`src/rtl/cycle_decoder.sv`:
```
// cycle_decoder
// Monitors the four seven-segment digit buses of the rotating-segment
// animator. It recovers the committed animation position, the direction of
// the last step and a net lap count, and it raises sticky flags for skipped
// or malformed frames.
//
// Ports
//   clk, rst          system clock, asynchronous active-high reset
//   sseg0..sseg3      digit buses (active-low segments, bit 7 = dp)
//   err_clr           synchronous clear of err_skip / err_bad
//   pos               committed position 0..7
//   valid             a legal position is committed (TRACK state)
//   step              one-cycle pulse on an adjacent position change
//   dir               direction of last step (1 = +1, 0 = -1)
//   laps              net lap count, wraps modulo 2^LAP_W
//   err_skip          sticky: non-adjacent jump between legal positions
//   err_bad           sticky: illegal frame committed
module cycle_decoder #(
    parameter int STABLE = 4,
    parameter int LAP_W  = 8
) (
    input  logic             clk,
    input  logic             rst,
    input  logic [7:0]       sseg0,
    input  logic [7:0]       sseg1,
    input  logic [7:0]       sseg2,
    input  logic [7:0]       sseg3,
    input  logic             err_clr,
    output logic [2:0]       pos,
    output logic             valid,
    output logic             step,
    output logic             dir,
    output logic [LAP_W-1:0] laps,
    output logic             err_skip,
    output logic             err_bad
);

    localparam logic [7:0] TOP  = 8'b10011100;
    localparam logic [7:0] BOT  = 8'b10100011;
    localparam logic [7:0] NONE = 8'hFF;
    localparam logic [7:0] STB  = 8'(STABLE);

    localparam logic [0:0] ST_IDLE  = 1'b0;
    localparam logic [0:0] ST_TRACK = 1'b1;

    logic [31:0] frame;
    logic [31:0] cand;
    logic [31:0] last_frame;
    logic [7:0]  cnt;
    logic [7:0]  cnt_nxt;
    logic [0:0]  state;
    logic        commit;
    logic        legal;
    logic        blank;
    logic [2:0]  lpos;
    logic        fwd;
    logic        bwd;
    logic        skip_ev;
    logic        bad_ev;

    assign frame = {sseg3, sseg2, sseg1, sseg0};
    assign valid = (state == ST_TRACK);

    // Frame classification of the current input word
    always_comb begin
        legal = 1'b0;
        lpos  = 3'd0;
        blank = (frame == {4{NONE}});
        case (frame)
            {NONE, NONE, NONE, TOP}: begin legal = 1'b1; lpos = 3'd0; end
            {NONE, NONE, TOP, NONE}: begin legal = 1'b1; lpos = 3'd1; end
            {NONE, TOP, NONE, NONE}: begin legal = 1'b1; lpos = 3'd2; end
            {TOP, NONE, NONE, NONE}: begin legal = 1'b1; lpos = 3'd3; end
            {BOT, NONE, NONE, NONE}: begin legal = 1'b1; lpos = 3'd4; end
            {NONE, BOT, NONE, NONE}: begin legal = 1'b1; lpos = 3'd5; end
            {NONE, NONE, BOT, NONE}: begin legal = 1'b1; lpos = 3'd6; end
            {NONE, NONE, NONE, BOT}: begin legal = 1'b1; lpos = 3'd7; end
            default: ;
        endcase
    end

    // Stability filter: a commit happens only on the edge where the hold
    // count first reaches STABLE, and only for a frame different from the
    // last committed one, so a held frame commits at most once.
    always_comb begin
        commit = 1'b0;
        if (frame != cand) begin
            cnt_nxt = 8'd1;
            commit  = (STB == 8'd1);
        end else if (cnt < STB) begin
            cnt_nxt = cnt + 8'd1;
            commit  = (cnt_nxt == STB);
        end else begin
            cnt_nxt = cnt;
        end
        if (frame == last_frame)
            commit = 1'b0;
    end

    assign fwd     = (lpos == pos + 3'd1);
    assign bwd     = (lpos == pos - 3'd1);
    assign skip_ev = commit && legal && (state == ST_TRACK) && !fwd && !bwd;
    assign bad_ev  = commit && !legal && !blank;

    always_ff @(posedge clk or posedge rst) begin
        if (rst) begin
            cand       <= {4{NONE}};
            cnt        <= STB;
            last_frame <= {4{NONE}};
            state      <= ST_IDLE;
            pos        <= 3'd0;
            step       <= 1'b0;
            dir        <= 1'b0;
            laps       <= '0;
            err_skip   <= 1'b0;
            err_bad    <= 1'b0;
        end else begin
            cand <= frame;
            cnt  <= cnt_nxt;
            step <= 1'b0;
            if (commit) begin
                last_frame <= frame;
                if (blank) begin
                    state <= ST_IDLE;
                end else if (legal) begin
                    pos <= lpos;
                    if (state == ST_IDLE) begin
                        state <= ST_TRACK;
                    end else if (fwd) begin
                        step <= 1'b1;
                        dir  <= 1'b1;
                        if (pos == 3'd7)
                            laps <= laps + LAP_W'(1);
                    end else if (bwd) begin
                        step <= 1'b1;
                        dir  <= 1'b0;
                        if (pos == 3'd0)
                            laps <= laps - LAP_W'(1);
                    end
                end
            end
            // A new error on the same edge as err_clr takes precedence
            err_skip <= (err_skip && !err_clr) || skip_ev;
            err_bad  <= (err_bad && !err_clr) || bad_ev;
        end
    end

endmodule

```
`config.mk`:
```
export PLATFORM = sky130hd
export DESIGN_NAME = cycle_decoder
export DESIGN_NICKNAME = d
export VERILOG_FILES = /design/src/rtl/cycle_decoder.sv
export SDC_FILE = /design/constraint.sdc
export NUM_CORES = 1
export LEC_CHECK = 0
export ABC_AREA = 1
export CORE_MARGIN = 8
export CORE_UTILIZATION = 50
export CTS_BUF_LIST = sky130_fd_sc_hd__clkbuf_8
export DETAILED_ROUTE_END_ITERATION = 7
export PLACE_DENSITY = 0.74
export SYNTH_ARGS = -nofsm -noshare
export SYNTH_HDL_FRONTEND = slang
export SYNTH_SLANG_ARGS = --single-unit
```
`constraint.sdc`:
```
create_clock -name clk -period 3.3 [get_ports clk]
set_input_delay 0.495 -clock clk [delete_from_list [all_inputs] [get_ports clk]]
set_output_delay 0.495 -clock clk [all_outputs]
set_load 0.01 [all_outputs]
```
==> results of run 1 <==
==> how the worst max path moves through the flow <==
stage                  start  endpoint  cells past startpoint
floorplan           sseg0[6]   laps[7]                     25
global placement    sseg0[6]   laps[7]                     25
detailed placement  sseg0[6]   laps[7]                     25
CTS                 sseg0[6]   laps[7]                     25
global route        sseg1[7]   laps[7]                     26
finish              sseg2[5]   laps[6]                     20
==> state kept, by name, summed over array words and instances, names as in the netlist <==
signal,cells
err_bad,1
last_frame,32
err_skip,1
dir,1
valid,1
step,1
cnt,8
cand,32
laps,8
pos,3
==> stage by stage <==
step                      util, %  worst slack [ns]
after floorplan                 -             0.381
after global placement       62.1           -0.0960
after detailed placement     62.1            -0.291
after CTS                    64.2            0.0903
after global routing         64.8           -0.0437
final                        64.8             0.180
==> area by class of cell <==
cell class                 instances  share of cell area, %
multi-input combinational        450                   39.3
sequential                        88                   34.8
timing repair buffer             118                   15.9
inverter                          73                   4.19
tap                              136                   2.59
clock buffer                      10                   2.10
clock inverter                     6                   1.18
==> repair_timing <==
| item | 4_1_cts | 5_1_grt |
|---|---|---|
| setup buffers | 0 | 0 |
| setup endpoints to repair | 0 | 2 |
| hold endpoints to repair | 0 | 0 |
| resized for setup | 0 | 15 |
| hold buffers | 0 | 0 |
==> per-layer routing <==
layer | track usage (%) | vias to the layer above | share of wire [%]
met2 | 29.8 | 78 | 50
met4 | 8.43 | 0 | 2.5
li1 | - | 2150 | -
met3 | 3.36 | 25 | 3.3
met5 | 0 | - | 0
met1 | 20.0 | 2013 | 44
==> layout by cell type (no fill, tap or decap), types with 4 or more instances in the layout <==
cell type | Yosys | layout
sky130_fd_sc_hd__ha_1 | 13 | 12
sky130_fd_sc_hd__o21ai_0 | 23 | 23
sky130_fd_sc_hd__xnor2_1 | 22 | 22
sky130_fd_sc_hd__nand2_2 | 22 | 22
sky130_fd_sc_hd__clkbuf_8 | 0 | 10
sky130_fd_sc_hd__a21oi_2 | 1 | 4
sky130_fd_sc_hd__nor2_1 | 76 | 73
sky130_fd_sc_hd__xor2_1 | 43 | 43
sky130_fd_sc_hd__nand3_2 | 4 | 4
sky130_fd_sc_hd__inv_2 | 7 | 7
sky130_fd_sc_hd__dfrtp_1 | 23 | 23
sky130_fd_sc_hd__inv_1 | 65 | 66
sky130_fd_sc_hd__nand2_4 | 6 | 6
sky130_fd_sc_hd__nor2_4 | 4 | 5
sky130_fd_sc_hd__a21oi_1 | 9 | 6
sky130_fd_sc_hd__nand3_1 | 17 | 17
sky130_fd_sc_hd__clkdlybuf4s50_1 | 0 | 43
sky130_fd_sc_hd__nand4_1 | 14 | 14
sky130_fd_sc_hd__or2_2 | 4 | 4
sky130_fd_sc_hd__buf_4 | 0 | 67
sky130_fd_sc_hd__nand2_1 | 165 | 165
sky130_fd_sc_hd__dlymetal6s2s_1 | 0 | 7
sky130_fd_sc_hd__dfstp_2 | 65 | 65
sky130_fd_sc_hd__nor2_2 | 7 | 9
==> power groups by stage <==
stage          clock, mW  combinational [mW]  sequential, mW
2_1_floorplan          0               0.100            1.14
3_3_place_gp           0               0.233            1.14
3_5_place_dp           0               0.240            1.14
4_1_cts            0.833               0.241            1.13
5_1_grt            0.878               0.266            1.13
6_report           0.812               0.239            1.12
==> cells by family after synthesis <==
logic type / Yosys count
xor+xnor: 65
compound gates: 42
buf+inv: 80
fa+ha+maj: 14
flops: 88
simple gates: 329
==> results.md, run 1 <==
* Result of the run: finished clean
* Total GRT Usage at 17.2%
* Setup skew after layout at 0.0145 ns
* Final setup violating endpoints at 0
* Starting density of the core at 50.6%
* CTS max path bufs at 2
* Part of the Yosys area used for sequential elements at 44.5%
* Hold-critical path depth at 1
* Cell mode on critical path: sky130_fd_sc_hd__nand2_1
* Slew margin rel. at 69.5%
* Warning count from the yosys run at 0
* Post-placement cell count at 865
* Area occupied by multi-input gates at 0.00258 mm^2
* Count of mapped cells out of synthesis at 618
* Overall power consumption at 2.18 mW
* Commonest cells in the synthesized netlist: sky130_fd_sc_hd__nand2_1, sky130_fd_sc_hd__nor2_1, sky130_fd_sc_hd__dfstp_2, sky130_fd_sc_hd__inv_1, sky130_fd_sc_hd__xor2_1
* Crit. End Element: register
* EDFF count, synth at 0
* Proportion of synthesized area in mux cells at 0%
* Detailed Route Iter0 Violations at 258
* Number of filler instances in the final layout at 832
* Drt wl/cell at 12.8 um
* Gpl congestion at 0.831
* CTS sink count at 88
* Power share of the clock group at 37.3%
* Die height at 117 um
* Share of flip-flops with an asynchronous set or reset at 100%
* Worst setup path category: input port to register
* Worst flop-to-flop path startpoint: pos[0]
* Share of synthesized cell area in full adder, half adder and majority cells at 3.56%
* Non-filler cells, final at 881
* Antenna viol nets, final at 0
* Vias per cell at 4.84
* Minimum clock period after layout at 3.12 ns
* Cells along the critical path: clkdlybuf4s50_1 -> nand2_1 -> nor2_1 -> nand2_2 -> nor2_4 -> nand2_2 -> nand3_2 -> nand2_4 -> nor2_8 -> nand2_4 -> ha_1 -> a21oi_1 -> inv_1 -> a31oi_1 -> nor2_1 -> o21ai_0 -> nand2_1 -> xor2_1 -> nand3_1 -> nand2_1
* Core Rows at 37
* Post-synthesis to final-layout area growth at 27.9%
* Area of the die at 0.0138 mm^2
* Count of boundary I/O pins at 51
* Drt first pass iters at 4
* Layout cells sized above 1 at 29.3%
* Period Utilization, post-route at 94.5%
* CTS tree: built
* Hold path startpoint: sseg2[4]
* Number of nets in the layout at 789
* Final number of hold-violating endpoints at 0
* Sum Neg Setup Slack at 0 ns
* Synthesized cell area at 0.00513 mm^2
* Register clock-pin slew on the reported worst setup and hold paths at 0.09 ns
* Power density of the placed cells at 331 mW/mm^2
* Total number of vias at 4266
* Largest voltage drop on the vdd net at 0.000168 V
* Most common cell in the synthesized netlist: sky130_fd_sc_hd__nand2_1
* Overflow after GRT at 0
* Simple logic cell fraction of the synthesized area at 30.3%
* Area share of the leading cell type in the synthesized netlist at 33.3%
* Synth area leaders: sky130_fd_sc_hd__dfstp_2, sky130_fd_sc_hd__nand2_1, sky130_fd_sc_hd__dfrtp_1
* Min-Delay Endpoint: cand[20]
* Setup repair after global routing missed its margin: true
* Register-to-register setup slack at 0.52 ns
* Master cell of the clock root buffer: sky130_fd_sc_hd__clkbuf_8
* FMAX at 321 MHz
* Startpoint type of the worst setup path: input port
* Register area at 0.00228 mm^2
* Maximum level of the CTS H-tree at 3
* Yosys cell types at 36
* Combinational family with the most area after synthesis: simple AND/OR/NAND/NOR gates
* Top FF cell, synth: sky130_fd_sc_hd__dfstp_2
* Pins Over Slew Limit at 0
* Num CTS Buffers at 9
* Sum of net half-perimeters after detailed placement at 8710 um
* Leak at 3.14 nW
* Combinational share of power at 11.0%
* Final Cell Area at 0.00657 mm^2
* Maximum cell stage delay along the critical path at 0.55 ns
* Design internal power at 1.67 mW
* Cell family contributing the most delay on the critical path: simple AND/OR/NAND/NOR gates
* Synth Register Bits at 88
* Synth Area in XOR/XNOR at 11.1%
* Worst Tran Pin Value at 0.457 ns
* Cell area after placement at 0.00630 mm^2
* Final worst hold slack at 0.312 ns
* Die Wd at 117 um
* Cell type with the highest aggregate area in the netlist: sky130_fd_sc_hd__dfstp_2
* Crit path buf inv count at 2
* Initial antenna violation count at 0
* Required time of the critical path at 3.57 ns
* Fraction of power spent switching nets at 23.1%
* Synthesized-area fraction occupied by ao, oa, aoi and oai cells at 4.66%
* Port Buffers at 50
* Fraction of power consumed by sequential logic at 51.7%
* Total wire length after detailed routing at 11300 um
* Max_cap viols at 0
* Class of the tightest hold or removal check: input port to register
* Average footprint of a synthesized cell at 8.30 um^2
* Antenna diode count at 0
* Total nets after synthesis at 667
* Worst-Skew Late Latency at 0.36 ns
* Number of global-route vias before repair at 4505
* Number of cells on the worst reg-to-reg path at 17
* Destination of the worst register-to-register timing path: laps[6]
* Maximum number of pins on one net before global-route repair at 89
* Maximum fanout along the worst path at 6
* Arrival time reported for the critical path endpoint at 3.39 ns
* Cell at the slowest stage of the critical path: sky130_fd_sc_hd__clkdlybuf4s50_1
* Residual DRC count at 0
* Global-route wire length before repair at 20000 um
* Switching power total at 0.503 mW
* Core area at 0.0101 mm^2
Note: power is estimated with default switching activity, not from simulation.
==> run 2, diff against run 1 <==
Settings changed: CORE_UTILIZATION 50 to 25, PLACE_DENSITY 0.74 to 0.44.
==> run 2 against run 1 <==
Design area increased by 4.1%. Fmax increased by 3.3%. Setup slack improved by 0.099 ns. Clock skew decreased by 0.0034 ns. Total power decreased by 0.51%. Via count decreased by 2.8%. Critical path type unchanged. Critical endpoint unchanged. Highest routed layer unchanged.
==> results.md, run 2 (synthesized netlist as in run 1, its figures left out) <==
* Layout cells sized above 1 at 31.1% (was 29.3%)
* Final number of hold-violating endpoints at 0 (unchanged)
* Biggest registers after layout: cand: 32 flops, last_frame: 32 flops (unchanged)
* Largest voltage drop on the vdd net at 0.000159 V (was 0.000168 V)
* CTS tree: built (unchanged)
* Maximum level of the CTS H-tree at 3 (unchanged)
* Switching power total at 0.556 mW (was 0.503 mW)
* Pins Over Slew Limit at 0 (unchanged)
* Num CTS Buffers at 9 (unchanged)
* Leak at 3.26 nW (was 3.14 nW)
* Antenna diode count at 0 (unchanged)
* Overall power consumption at 2.16 mW (was 2.18 mW)
* Sum of net half-perimeters after detailed placement at 9700 um (was 8710 um)
* Overflow after GRT at 0 (unchanged)
* Worst-Skew Late Latency at 0.38 ns (was 0.36 ns)
* Post-placement cell count at 1008 (was 865)
* Die Wd at 159 um (was 117 um)
* Fraction of power spent switching nets at 25.7% (was 23.1%)
* Fraction of power consumed by sequential logic at 51.9% (was 51.7%)
* Gpl congestion at 0.781 (was 0.831)
* Drt first pass iters at 4 (unchanged)
* Total GRT Usage at 10.3% (was 17.2%)
* Post-synthesis to final-layout area growth at 33.2% (was 27.9%)
* Crit. End Element: register (unchanged)
* Setup skew after layout at 0.0110 ns (was 0.0145 ns)
* Period Utilization, post-route at 91.5% (was 94.5%)
* Residual DRC count at 0 (unchanged)
* Detailed Route Iter0 Violations at 126 (was 258)
* CTS sink count at 88 (unchanged)
* Non-filler cells, final at 1026 (was 881)
* Number of filler instances in the final layout at 2137 (was 832)
* Count of boundary I/O pins at 51 (unchanged)
* Setup repair after global routing missed its margin: false (was true)
* Startpoint type of the worst setup path: input port (unchanged)
* Class of the tightest hold or removal check: input port to register (unchanged)
* Global-route wire length before repair at 21300 um (was 20000 um)
* Power density of the placed cells at 317 mW/mm^2 (was 331 mW/mm^2)
* Number of global-route vias before repair at 4425 (was 4505)
* Slew margin rel. at 57.7% (was 69.5%)
* Power share of the clock group at 36.9% (was 37.3%)
* Required time of the critical path at 3.58 ns (was 3.57 ns)
* Register clock-pin slew on the reported worst setup and hold paths at 0.09 ns (about the same)
* Number of nets in the layout at 800 (was 789)
* CTS max path bufs at 2 (unchanged)
* Design internal power at 1.61 mW (was 1.67 mW)
* Vias per cell at 4.04 (was 4.84)
* Initial antenna violation count at 0 (unchanged)
* Minimum clock period after layout at 3.02 ns (was 3.12 ns)
* Maximum fanout along the worst path at 5 (was 6)
* Core Rows at 52 (was 37)
* Total number of vias at 4146 (was 4266)
* Highest-count cells in the layout ignoring fill and taps: sky130_fd_sc_hd__nand2_1, sky130_fd_sc_hd__buf_4, sky130_fd_sc_hd__nor2_1 (was sky130_fd_sc_hd__nand2_1, sky130_fd_sc_hd__nor2_1, sky130_fd_sc_hd__buf_4)
* Area of the die at 0.0254 mm^2 (was 0.0138 mm^2)
* Most common cell after layout, fill and taps aside: sky130_fd_sc_hd__nand2_1 (unchanged)
* Maximum number of pins on one net before global-route repair at 55 (was 89)
* Combinational share of power at 11.2% (was 11.0%)
* Port Buffers at 50 (unchanged)
* Worst setup path category: input port to register (unchanged)
* Drt wl/cell at 12.0 um (was 12.8 um)
* Antenna viol nets, final at 0 (unchanged)
* Core area at 0.0202 mm^2 (was 0.0101 mm^2)
* Total wire length after detailed routing at 12300 um (was 11300 um)
* Starting density of the core at 25.4% (was 50.6%)
* Register-to-register setup slack at 0.56 ns (was 0.52 ns)
* Die height at 159 um (was 117 um)
* Worst Tran Pin Value at 0.634 ns (was 0.457 ns)
* Master cell of the clock root buffer: sky130_fd_sc_hd__clkbuf_8 (unchanged)
* Max_cap viols at 0 (unchanged)
* FMAX at 331 MHz (was 321 MHz)
* Result of the run: finished clean (unchanged)
* Arrival time reported for the critical path endpoint at 3.30 ns (was 3.39 ns)
* Final setup violating endpoints at 0 (unchanged)
## run 2: cell count changes in the layout (fill, tap and decap cells not counted), sizes merged
cell           before  now
inv                73   71
buf                68   79
bufinv              2    1
clkdlybuf4s50      43   34
clkinvlp            0    1
clkinv              4    6
dlymetal6s2s        7   16
## run 2: what timing repair did
action	in CTS	in global routing
setup buffers	0	2
setup endpoints to repair	0	2
resized for setup	0	27
hold buffers	0	0
endpoints found under the hold margin	0	0
## run 2: routing by layer
metal  up-vias  global-route usage (%)  share of wire (%)  wire [um]
met5         -                       0                  0          0
met4         0                    3.60                1.6        200
li1       2173                       -                  -          -
met2        45                    17.6                 48       5850
met1      1913                    12.4                 48       5940
met3        15                    2.35                2.6        323
## run 2: power by group through the flow
stage	clock network (mW)	registers [mW]	logic (mW)
6_report	0.798	1.12	0.242
3_5_place_dp	0	1.14	0.249
3_3_place_gp	0	1.14	0.245
2_1_floorplan	0	1.14	0.100
4_1_cts	0.836	1.12	0.249
5_1_grt	0.872	1.13	0.272
## run 2: per-stage QoR
step                      utilization, %  setup TNS, ns  instance area (um^2)  hold slack [ns]  worst slack, ns
after CTS                           33.4              0                  6740            0.483            0.196
after global placement              32.4         -0.335                  6530            0.463           -0.191
after global routing                33.9              0                  6840            0.264           0.0263
after floorplan                        -              0                  5130            0.455            0.381
final                               33.9              0                  6840            0.275            0.279
after detailed placement            32.4         -0.416                  6530            0.467           -0.219
## run 2: worst paths after layout
| path | start | to | depth (start not counted) |
|---|---|---|---|
| setup / recovery | sseg2[3] | laps[6] | 20 |
| hold / removal | sseg3[2] | cand[26] | 1 |
| setup reg to reg | pos[0] | laps[6] | 17 |
| hold reg to reg | last_frame[14] | last_frame[14] | 2 |
| max in group asynchronous | rst | cand[20] | 3 |
| min in group asynchronous | rst | dir | 2 |
## run 2: layout make-up
class / count / area (um^2) / area share, %
sequential: 88 / 2280 / 33.4
clock buffer: 10 / 138 / 2.01
inverter: 73 / 275 / 4.03
tap: 270 / 338 / 4.94
timing repair buffer: 129 / 1150 / 16.8
clock inverter: 6 / 68.8 / 1.01
multi-input combinational: 450 / 2590 / 37.8
## run 2: critical path, stage by stage
cell and delay, ns:
sky130_fd_sc_hd__clkdlybuf4s50_1 0.52, sky130_fd_sc_hd__nand2_1 0.11, sky130_fd_sc_hd__nor2_2 0.10, sky130_fd_sc_hd__nand2_2 0.11, sky130_fd_sc_hd__nor2_4 0.18, sky130_fd_sc_hd__nand2_2 0.12, sky130_fd_sc_hd__nand3_2 0.12, sky130_fd_sc_hd__nand2_4 0.08
sky130_fd_sc_hd__nor2_8 0.12, sky130_fd_sc_hd__nand2_4 0.08, sky130_fd_sc_hd__ha_1 0.34, sky130_fd_sc_hd__a21oi_1 0.15, sky130_fd_sc_hd__inv_1 0.06, sky130_fd_sc_hd__a31oi_2 0.16, sky130_fd_sc_hd__nor2_1 0.06, sky130_fd_sc_hd__o21ai_0 0.14
sky130_fd_sc_hd__nand2_1 0.08, sky130_fd_sc_hd__xor2_1 0.14, sky130_fd_sc_hd__nand3_1 0.08, sky130_fd_sc_hd__nand2_1 0.05
==> run 3, diff against run 2 <==
Clock period 3.3 ns to 3.45 ns, I/O delays scaled along.
==> run 3 against run 2 <==
Worst hold slack improved by 0.20 ns. Routed wire length down 1.3%. Non-clock buffer count decreased by 8. Critical path depth increased by 3. Die area unchanged. Design area decreased by 1.8%. Clock-buffer cell count unchanged. Clock power up 4.0%. Flip-flop and latch count unchanged. Register-to-register slack improved by 0.10 ns. Largest power group unchanged. Highest routed layer unchanged.
==> results.md, run 3 (synthesized netlist as in run 1, its figures left out) <==
* Post-synthesis to final-layout area growth at 30.9% (was 33.2%)
* Biggest registers after layout: cand: 32 flops, last_frame: 32 flops (unchanged)
* Hold path startpoint: last_frame[24] (was sseg3[2])
* Master cell of the clock root buffer: sky130_fd_sc_hd__clkbuf_8 (unchanged)
* Maximum level of the CTS H-tree at 3 (unchanged)
* Worst Tran Pin Value at 0.871 ns (was 0.634 ns)
* Largest voltage drop on the vdd net at 0.000208 V (was 0.000159 V)
* Pins Over Slew Limit at 0 (unchanged)
* Port Buffers at 50 (unchanged)
* Class of the tightest hold or removal check: register to register (was input port to register)
* Core Rows at 52 (unchanged)
* Period Utilization, post-route at 92.4%
* Sum of net half-perimeters after detailed placement at 9650 um (was 9700 um)
* FMAX at 314 MHz
* Drt first pass iters at 4 (unchanged)
* Number of global-route vias before repair at 4364 (was 4425)
* Final Cell Area at 0.00672 mm^2 (was 0.00684 mm^2)
* Met1 global-route usage at 12.6% (was 12.4%)
* Hold-critical path depth at 2 (was 1)
* Setup repair after global routing missed its margin: false (unchanged)
* Vias per cell at 4.09 (was 4.04)
* Slew margin rel. at 41.9% (was 57.7%)
* Worst setup path startpoint: sseg2[6] (was sseg2[3])
* Core area at 0.0202 mm^2 (unchanged)
* Number of nets in the layout at 792 (was 800)
* Worst-Skew Late Latency at 0.37 ns (was 0.38 ns)
* Count of boundary I/O pins at 51 (unchanged)
* CTS tree: built (unchanged)
* Setup skew after layout at 0.00955 ns (was 0.0110 ns)
* Power density of the placed cells at 318 mW/mm^2 (was 317 mW/mm^2)
* Worst setup path category: input port to register (unchanged)
* Arrival time reported for the critical path endpoint at 3.45 ns (was 3.30 ns)
* Result of the run: finished clean (unchanged)
* Total wire length after detailed routing at 12100 um (was 12300 um)
* Residual DRC count at 0 (unchanged)
* Total GRT Usage at 10.1% (was 10.3%)
* Drt wl/cell at 11.9 um (was 12.0 um)
* Total number of vias at 4168 (was 4146)
* Crit. End Element: register (unchanged)
* Overflow after GRT at 0 (unchanged)
* Minimum clock period after layout at 3.19 ns
* Cell area after placement at 0.00649 mm^2 (was 0.00653 mm^2)
* Number of filler instances in the final layout at 2142 (was 2137)
* Routing usage on met2 at 16.8% (was 17.6%)
* Final number of hold-violating endpoints at 0 (unchanged)
* Most Used Layer, Global Route: met2 (unchanged)
* Gpl congestion at 0.781 (about the same)
* Area of the die at 0.0254 mm^2 (unchanged)
* CTS max path bufs at 2 (unchanged)
* Antenna viol nets, final at 0 (unchanged)
* Register clock-pin slew on the reported worst setup and hold paths at 0.09 ns (about the same)
* Die height at 159 um (unchanged)
* Final setup violating endpoints at 0 (unchanged)
* Met3 layer usage reported by global route at 1.94% (was 2.35%)
* Required time of the critical path at 3.72 ns (was 3.58 ns)
* Worst flop-to-flop path startpoint: pos[0] (unchanged)
* Antenna diode count at 0 (unchanged)
* Number of cells on the worst reg-to-reg path at 20 (was 17)
* Min-Delay Endpoint: last_frame[24] (was cand[26])
* Highest-count cells in the layout ignoring fill and taps: sky130_fd_sc_hd__nand2_1, sky130_fd_sc_hd__nor2_1, sky130_fd_sc_hd__buf_4 (was sky130_fd_sc_hd__nand2_1, sky130_fd_sc_hd__buf_4, sky130_fd_sc_hd__nor2_1)
* Startpoint type of the worst setup path: input port (unchanged)
* Initial antenna violation count at 0 (unchanged)
* Die Wd at 159 um (unchanged)
* Register-to-register setup slack at 0.66 ns (was 0.56 ns)
* Detailed Route Iter0 Violations at 121 (was 126)
* Number of gates resized after CTS at 0 (unchanged)
* Maximum number of pins on one net before global-route repair at 50 (was 55)
* Num CTS Buffers at 9 (unchanged)
* Leak at 3.08 nW (was 3.26 nW)
* Post-CTS repair timing setup buffer count at 0 (unchanged)
* Post-Place Worst Slack at -0.111 ns (was -0.219 ns)
* Maximum fanout along the worst path at 5 (unchanged)
* Layout cells sized above 1 at 28.9% (was 31.1%)
* Most common cell after layout, fill and taps aside: sky130_fd_sc_hd__nand2_1 (unchanged)
* CTS sink count at 88 (unchanged)
* Destination of the worst register-to-register timing path: laps[7] (was laps[6])
* Number of hold buffers added after CTS at 0 (unchanged)
* Max_cap viols at 0 (unchanged)
* Crit path setup slack, layout at 0.264 ns (was 0.279 ns)
* Global-route wire length before repair at 20900 um (was 21300 um)
* Starting density of the core at 25.4% (unchanged)
## run 3: worst max-delay path by stage
| stage | end |
|---|---|
| final | laps[7] |
| after global routing | laps[7] |
| after CTS | laps[7] |
| after detailed placement | laps[7] |
| after global placement | laps[7] |
| after floorplan | laps[7] |
## run 3: power breakdown
| part | leakage, nW | switching [mW] | internal, mW | total [mW] |
|---|---|---|---|---|
| Clock | 0.117 | 0.398 | 0.432 | 0.830 |
| Sequential | 0.988 | 0.00817 | 1.07 | 1.08 |
| Combinational | 1.98 | 0.116 | 0.114 | 0.230 |
| Total | 3.08 | 0.522 | 1.61 | 2.14 |
## run 3: final cells by class
type	instances	area (um^2)	share of cell area [%]
Multi-Input combinational cell	450	2540	37.9
Clock inverter	6	91.3	1.36
Inverter	73	275	4.10
Timing Repair Buffer	121	1050	15.6
Sequential cell	88	2280	34.0
Tap cell	270	338	5.03
Clock buffer	10	138	2.05
## run 3: per-layer routing
metal / vias up / part of all wire, %
met4: 0 / 1.8
met3: 13 / 2.3
met1: 1949 / 48
li1: 2155 / -
met2: 51 / 48
met5: - / 0
## run 3: worst max-delay path, stage by stage
cell and delay, ns:
sky130_fd_sc_hd__clkdlybuf4s50_1 0.56, sky130_fd_sc_hd__nand2_1 0.08, sky130_fd_sc_hd__nor2_1 0.18, sky130_fd_sc_hd__nand2_2 0.14, sky130_fd_sc_hd__nor2_4 0.16, sky130_fd_sc_hd__nand2_2 0.11, sky130_fd_sc_hd__nand3_2 0.12, sky130_fd_sc_hd__nand2_4 0.08
sky130_fd_sc_hd__nor2_8 0.12, sky130_fd_sc_hd__nand2_4 0.07, sky130_fd_sc_hd__ha_1 0.31, sky130_fd_sc_hd__a21oi_1 0.14, sky130_fd_sc_hd__nand2_1 0.08, sky130_fd_sc_hd__a21oi_1 0.14, sky130_fd_sc_hd__o21bai_1 0.11, sky130_fd_sc_hd__nand2_1 0.07
sky130_fd_sc_hd__nand2_1 0.05, sky130_fd_sc_hd__a21oi_1 0.15, sky130_fd_sc_hd__inv_1 0.05, sky130_fd_sc_hd__nand2_1 0.06, sky130_fd_sc_hd__nand2_1 0.05, sky130_fd_sc_hd__nand3_1 0.06, sky130_fd_sc_hd__nand2_1 0.05
## run 3: through the flow
stage | hold slack, ns | total power, mW | TNS (ns) | std cells | utilization, %
after floorplan | 0.455 | 1.19 | 0 | 618 | -
after global placement | 0.462 | 1.32 | -0.0763 | 1002 | 32.2
after detailed placement | 0.466 | 1.33 | -0.204 | 1002 | 32.2
after CTS | 0.479 | 2.18 | 0 | 1018 | 33.3
after global routing | 0.497 | 2.25 | 0 | 1018 | 33.3
final | 0.478 | 2.14 | 0 | 1018 | 33.3
